<file path="src/rtl/yuv422_pkg.sv">
// Shared types, field offsets and small helpers for the YUV444 -> YUYV packing path.
package yuv422_pkg;

    typedef enum logic [1:0] {
        S_EVEN = 2'd0,
        S_ODD  = 2'd1,
        S_PAD  = 2'd2
    } state_t;

    localparam int PIX_W  = 24;
    localparam int WORD_W = 32;

    // Input pixel fields {V, U, Y}
    localparam int PIX_Y = 0;
    localparam int PIX_U = 8;
    localparam int PIX_V = 16;

    // Packed output lanes {V, Y1, U, Y0}
    localparam int OUT_Y0 = 0;
    localparam int OUT_U  = 8;
    localparam int OUT_Y1 = 16;
    localparam int OUT_V  = 24;

    typedef struct packed {
        logic             user;
        logic [PIX_W-1:0] pix;
    } held_t;

    // Rounded mean of two 8-bit samples; the 9-bit sum cannot overflow.
    function automatic logic [7:0] avg_round(input logic [7:0] a, input logic [7:0] b);
        logic [8:0] sum;
        sum = {1'b0, a} + {1'b0, b} + 9'd1;
        return sum[8:1];
    endfunction

    function automatic logic [15:0] sat_inc(input logic [15:0] cnt);
        return (cnt == 16'hFFFF) ? cnt : cnt + 16'd1;
    endfunction

endpackage

</file>
<file path="src/rtl/yuv444_to_yuv422.sv">
// Two YUV444 pixels -> one YUYV word, registered on cen; output holds while cen is low.
module yuv444_to_yuv422
    import yuv422_pkg::*;
(
    input  logic              clk,
    input  logic              cen,
    input  logic [PIX_W-1:0]  pixel0,
    input  logic [PIX_W-1:0]  pixel1,
    output logic [WORD_W-1:0] word
);

    // NOTE: pure datapath register, no reset; its value is only consumed while the
    // controller's valid flag (which is reset) is high.
    always_ff @(posedge clk) begin
        if (cen) begin
            word[OUT_Y0 +: 8] <= pixel0[PIX_Y +: 8];
            word[OUT_Y1 +: 8] <= pixel1[PIX_Y +: 8];
            word[OUT_U  +: 8] <= avg_round(pixel0[PIX_U +: 8], pixel1[PIX_U +: 8]);
            word[OUT_V  +: 8] <= avg_round(pixel0[PIX_V +: 8], pixel1[PIX_V +: 8]);
        end
    end

endmodule

</file>
<file path="src/rtl/yuv422_pack_ctrl.sv">
// Pairs YUV444 beats, sequences the yuv444_to_yuv422 converter and presents YUYV words.
// Optional status counters when YUV422_PACK_STATS_EN is defined.
module yuv422_pack_ctrl
    import yuv422_pkg::*;
#(
    parameter int LINE_W_BITS = 11
)
(
    input  logic        clk,
    input  logic        rst,
    input  logic [23:0] s_axis_tdata,
    input  logic        s_axis_tvalid,
    output logic        s_axis_tready,
    input  logic        s_axis_tuser,
    input  logic        s_axis_tlast,
    output logic [31:0] m_axis_tdata,
    output logic        m_axis_tvalid,
    input  logic        m_axis_tready,
    output logic        m_axis_tuser,
    output logic        m_axis_tlast,
    output logic        err_odd_line,
    output logic        err_resync
`ifdef YUV422_PACK_STATS_EN
    ,
    output logic [15:0] stat_lines,
    output logic [15:0] stat_odd,
    output logic [15:0] stat_resync
`endif
);

    state_t                 state;
    state_t                 state_next;
    held_t                  hold;
    logic [LINE_W_BITS-1:0] line_cnt;

    logic             out_free;
    logic             beat_acc;
    logic             cen;
    logic             load_hold;
    logic             pad_now;
    logic             resync_now;
    logic [PIX_W-1:0] pix0;
    logic [PIX_W-1:0] pix1;
    logic             word_user;
    logic             word_last;

    assign out_free = !m_axis_tvalid || m_axis_tready;
    assign beat_acc = s_axis_tvalid && s_axis_tready;

    always_ff @(posedge clk or posedge rst) begin
        if (rst) state <= S_EVEN;
        else     state <= state_next;
    end

    always_comb begin
        // NOTE: every output of this block gets a default first, so no path leaves
        // one unassigned and no latch is inferred.
        state_next    = state;
        s_axis_tready = 1'b0;
        cen           = 1'b0;
        load_hold     = 1'b0;
        pad_now       = 1'b0;
        resync_now    = 1'b0;
        pix0          = hold.pix;
        pix1          = s_axis_tdata;
        word_user     = hold.user | s_axis_tuser;
        word_last     = s_axis_tlast;

        unique case (state)
            S_EVEN: begin
                s_axis_tready = 1'b1;
                if (s_axis_tvalid) begin
                    load_hold  = 1'b1;
                    state_next = s_axis_tlast ? S_PAD : S_ODD;
                end
            end
            S_ODD: begin
                s_axis_tready = out_free;
                if (s_axis_tvalid && out_free) begin
                    if (s_axis_tuser) begin
                        // Mid-pair SOF: the new beat restarts pairing.
                        resync_now = 1'b1;
                        load_hold  = 1'b1;
                        state_next = s_axis_tlast ? S_PAD : S_ODD;
                    end else begin
                        cen        = 1'b1;
                        state_next = S_EVEN;
                    end
                end
            end
            S_PAD: begin
                if (out_free) begin
                    cen        = 1'b1;
                    pad_now    = 1'b1;
                    pix1       = hold.pix;
                    word_user  = hold.user;
                    word_last  = 1'b1;
                    state_next = S_EVEN;
                end
            end
            default: state_next = S_EVEN;
        endcase
    end

    // NOTE: sequential state uses non-blocking assignments only.
    always_ff @(posedge clk or posedge rst) begin
        if (rst) begin
            hold          <= '0;
            m_axis_tvalid <= 1'b0;
            m_axis_tuser  <= 1'b0;
            m_axis_tlast  <= 1'b0;
            err_odd_line  <= 1'b0;
            err_resync    <= 1'b0;
        end else begin
            if (load_hold) begin
                hold.pix  <= s_axis_tdata;
                hold.user <= s_axis_tuser;
            end
            if (cen) begin
                m_axis_tvalid <= 1'b1;
                m_axis_tuser  <= word_user;
                m_axis_tlast  <= word_last;
            end else if (out_free) begin
                m_axis_tvalid <= 1'b0;
            end
            err_odd_line <= pad_now;
            err_resync   <= resync_now;
        end
    end

    // A tuser beat counts as pixel 0 of its line; wrap at 2^LINE_W_BITS is harmless.
    always_ff @(posedge clk or posedge rst) begin
        if (rst) begin
            line_cnt <= '0;
        end else if (beat_acc) begin
            if (s_axis_tlast)      line_cnt <= '0;
            else if (s_axis_tuser) line_cnt <= LINE_W_BITS'(1);
            else                   line_cnt <= line_cnt + 1'b1;
        end
    end

    yuv444_to_yuv422 u_conv (
        .clk    (clk),
        .cen    (cen),
        .pixel0 (pix0),
        .pixel1 (pix1),
        .word   (m_axis_tdata)
    );

`ifdef YUV422_PACK_STATS_EN
    always_ff @(posedge clk or posedge rst) begin
        if (rst) begin
            stat_lines  <= '0;
            stat_odd    <= '0;
            stat_resync <= '0;
        end else if (beat_acc && s_axis_tuser) begin
            stat_lines  <= s_axis_tlast ? 16'd1 : 16'd0;
            stat_odd    <= '0;
            stat_resync <= '0;
        end else begin
            if (beat_acc && s_axis_tlast) stat_lines  <= sat_inc(stat_lines);
            if (err_odd_line)             stat_odd    <= sat_inc(stat_odd);
            if (err_resync)               stat_resync <= sat_inc(stat_resync);
        end
    end
`endif

endmodule

</file>
<file path="config.mk">
export PLATFORM = sky130hd
export DESIGN_NAME = yuv422_pack_ctrl
export DESIGN_NICKNAME = d
export VERILOG_FILES = /design/src/rtl/yuv422_pkg.sv /design/src/rtl/yuv444_to_yuv422.sv /design/src/rtl/yuv422_pack_ctrl.sv
export SDC_FILE = /design/constraint.sdc
export NUM_CORES = 1
export LEC_CHECK = 0
export BUFFER_PORTS_ARGS = -buffer_cell sky130_fd_sc_hd__clkbuf_2
export CAP_MARGIN = 20
export CORE_ASPECT_RATIO = 0.6
export CORE_MARGIN = 2
export CORE_UTILIZATION = 35
export DETAILED_ROUTE_END_ITERATION = 7
export SETUP_SLACK_MARGIN = 0.5
export SYNTH_ARGS = -nofsm -noshare
export SYNTH_HDL_FRONTEND = slang
export SYNTH_HIERARCHICAL = 1
export SYNTH_SLANG_ARGS = --single-unit
export TNS_END_PERCENT = 100
</file>
<file path="constraint.sdc">
create_clock -name clk -period 3.3 [get_ports clk]
set_clock_uncertainty 0.05 [all_clocks]
set_input_delay 0.495 -clock clk [delete_from_list [all_inputs] [get_ports clk]]
set_output_delay 0.495 -clock clk [all_outputs]
set_load 0.01 [all_outputs]
</file>
==> results.md <==
* Worst Hold Class: primary input to asynchronous set/reset pin
* Multi-input gate area at 1890 sq um
* Cts bufs inserted at 9
* Yosys top cell area share at 25.7%
* Dpl hpwl at 5.77 mm
* Top_reg_cell synth: edfxtp_1
* PwrDens at 1070 nW/um^2
* RR Startpoint: state[0]$_DFFE_PP0P_
* Clock root buffer: clkbuf_16
* IO buf count at 67
* Fraction of layout cells with a size suffix above 1 at 28.0%
* Final worst hold slack at 0.199 ns
* Die height at 84.1 microns
* Core Util, Final at 43.5%
* Worst-Skew Late Latency at 0.33 ns
* Leakage power at 1.88 nW
* Core Region at 10500 sq um
* Max-Cap Viols at 0
* Final setup viols at 0
* Crit path launch type: flip-flop
* Synthesized instance count at 346
* Minimum clock period at 2.71 ns
* Routed Antenna Nets at 0
* Syn_nets at 395
* Syn avg cell area at 10.8 sq um
* Initial Utilization at 35.7%
* Worst-path cell chain: inv_1, ha_4, nand2_8, mux2_2, or2_2, fa_1, a21oi_2, o21a_1, o21ai_1
* Gr usage total at 16.5%
* Sequential area share after synthesis at 47.1%
* Routability cong. at 0.763
* Clock sinks at 64
* Vias post-DR at 2831
* Buf+Inv Stages, Crit Path at 1
* Clock slew seen by the registers of the worst setup and hold paths at 0.06 ns
* Top cells by area, synth: edfxtp_1 26%, dfrtp_1 21%, mux2_1 5.7%
* Final hold vios at 0
* Overflow after GRT at 0
* Async set-reset flop share out of synthesis at 50.0%
* Worst R2R Path Depth at 9
* Cell accounting for the most synthesized area: edfxtp_1
* Post-synth EDFFs at 32
* Post-synthesis register bit count at 64
* Mapped cell area at 3740 sq um
* CTS tree: built
* Fmax at 370 MHz
* Area Growth Syn to Fin at 22.0%
* Slew of the pin with the lowest slew margin at 0.903 ns
* FF-to-FF End: u_conv/word[15]$_DFFE_PP_
* Pin count of the biggest net entering global routing at 53
* Count of cell types in the netlist at 47
* Vias/cell at 5.08
* Arrival @ worst endpoint at 2.74 ns
* Max_slew headroom at 39.8%
* FF-to-FF setup slack at 0.59 ns
* Die width at 138 microns
* Post-route setup TNS at 0 ns
* Req. time, crit path at 3.33 ns
* Crit Path Category: flip-flop to flip-flop
* Filler cells at 1022
* Register area at 1760 sq um
* Final WL at 8.78 mm
* Critical-path top delay cell: fa_1
* Max incr delay on CP at 0.42 ns
* Tcrit/Tclk final at 82.0%
* RSZ-0062 raised after global routing: no
* Routed wire length per instance at 15.8 microns
* I/O pin total at 68
* Worst Setup SP: state[0]$_DFFE_PP0P_
* Synthesis Warnings at 6
* Worst-path maximum fanout at 18
* Fin. max-slew vios at 0
* Rows at 29
* Crit path max-delay family: adder cells
* # DRC at 0
* VDD IR max at 0.425 mV
* Initial antenna violation count at 0
* Initial drt markers at 205
* Die area at 11600 sq um
* Post-CTS Hold Buffers at 0
* H-tree depth at 3
* Vias in the first global route at 2853
* Largest buffer count on any clock path at 2
* Status: completed
* First-pass GRT wire length at 14.7 mm
* Nets at 462
* First-pass iteration count of the detailed router at 4
* Diodes inserted at 0
* CP endpoint kind: flip-flop
-- what timing repair did --
action	in CTS	in global routing
gates resized for setup	3	3
pin swaps	1	3
buffers inserted	0	2
endpoints found under the setup margin	9	7
-- state kept, by name, indices dropped and copies added, names as in the netlist --
name,cells
u_conv/word,32
pix0,24
state,2
err_odd_line,1
err_resync,1
hold,1
m_axis_tlast,1
m_axis_tuser,1
m_axis_tvalid,1
-- synth_stat cells (6+ instances only) --
library cell,instances
o211ai_1,27
nand2_1,30
nand2b_1,28
dfrtp_1,32
ha_1,17
o21ai_0,26
mux2_2,6
mux2_1,19
edfxtp_1,32
nor2_1,8
nor2b_1,28
a21oi_1,8
clkbuf_1,12
inv_1,11
-- cell usage in the layout (no fill, tap or decap), drive strengths merged, types with 2 or more instances in the layout --
cell / n
nand2b: 28
o211ai: 28
ha: 17
inv: 11
fa: 2
xor2: 4
xnor2: 2
or2: 2
dfrtp: 32
nand2: 31
buf: 7
and3: 2
mux2i: 2
mux2: 26
a311o: 4
clkbuf: 76
a21oi: 12
nor2b: 28
o21ai: 28
bufinv: 2
edfxtp: 32
clkinv: 4
nor3: 5
nand3: 3
nor2: 8
o21bai: 2
nor4: 2
a21o: 5
-- kinds of logic after synthesis --
family / synth area share, %
AO/OA/AOI/OAI: 16.2
XOR/XNOR: 1.40
adder cells (fa/ha/maj): 6.75
buffers and inverters: 3.38
flip-flops: 47.1
multiplexers: 8.46
AND/OR/NAND/NOR: 16.7
-- layer usage --
metal	up-vias	track usage (%)	wire length, microns
met5	-	0	0
met4	0	5.53	28
li1	1384	-	-
met2	67	22.4	3610
met3	2	4.80	400
met1	1378	24.8	4750
-- worst min-delay path: cells and delay by family --
family / cells / cell delay [ns]
buf+inv: 3 / 0.51
-- report_power, final --
| group | internal, mW | switching (mW) |
|---|---|---|
| registers | 1.31 | 0.221 |
| logic | 1.04 | 1.31 |
| clock network | 0.654 | 0.350 |
| total | 3.00 | 1.89 |
-- how the worst max path moves through the flow --
| stage | end | slack (ns) | cells past startpoint |
|---|---|---|---|
| after floorplan | u_conv/word[31]$_DFFE_PP_ | 0.50 | 11 |
| after global placement | u_conv/word[15]$_DFFE_PP_ | 0.40 | 9 |
| after global routing | u_conv/word[13]$_DFFE_PP_ | 0.50 | 9 |
| final | u_conv/word[15]$_DFFE_PP_ | 0.59 | 9 |
| after CTS | u_conv/word[29]$_DFFE_PP_ | 0.52 | 10 |
| after detailed placement | u_conv/word[31]$_DFFE_PP_ | 0.34 | 10 |
-- final cells by class --
type,count,share of cell area [%]
clock inverters,7,1.89
repair buffers,74,8.50
flip-flops and latches,64,38.6
multi-input cells,253,41.4
well taps,139,3.81
inverters,11,0.904
clock buffers,9,4.93
-- per-stage QoR --
step / cells / instance area [sq um] / setup WS, ns / power, mW
final: 557 / 4570 / 0.594 / 4.89
after detailed placement: 539 / 4210 / 0.341 / 3.84
after global placement: 539 / 4210 / 0.399 / 3.77
after floorplan: 346 / 3750 / 0.505 / 3.26
after CTS: 555 / 4550 / 0.518 / 4.90
after global routing: 557 / 4570 / 0.503 / 5.30
Note: power is estimated with default switching activity, not from simulation.
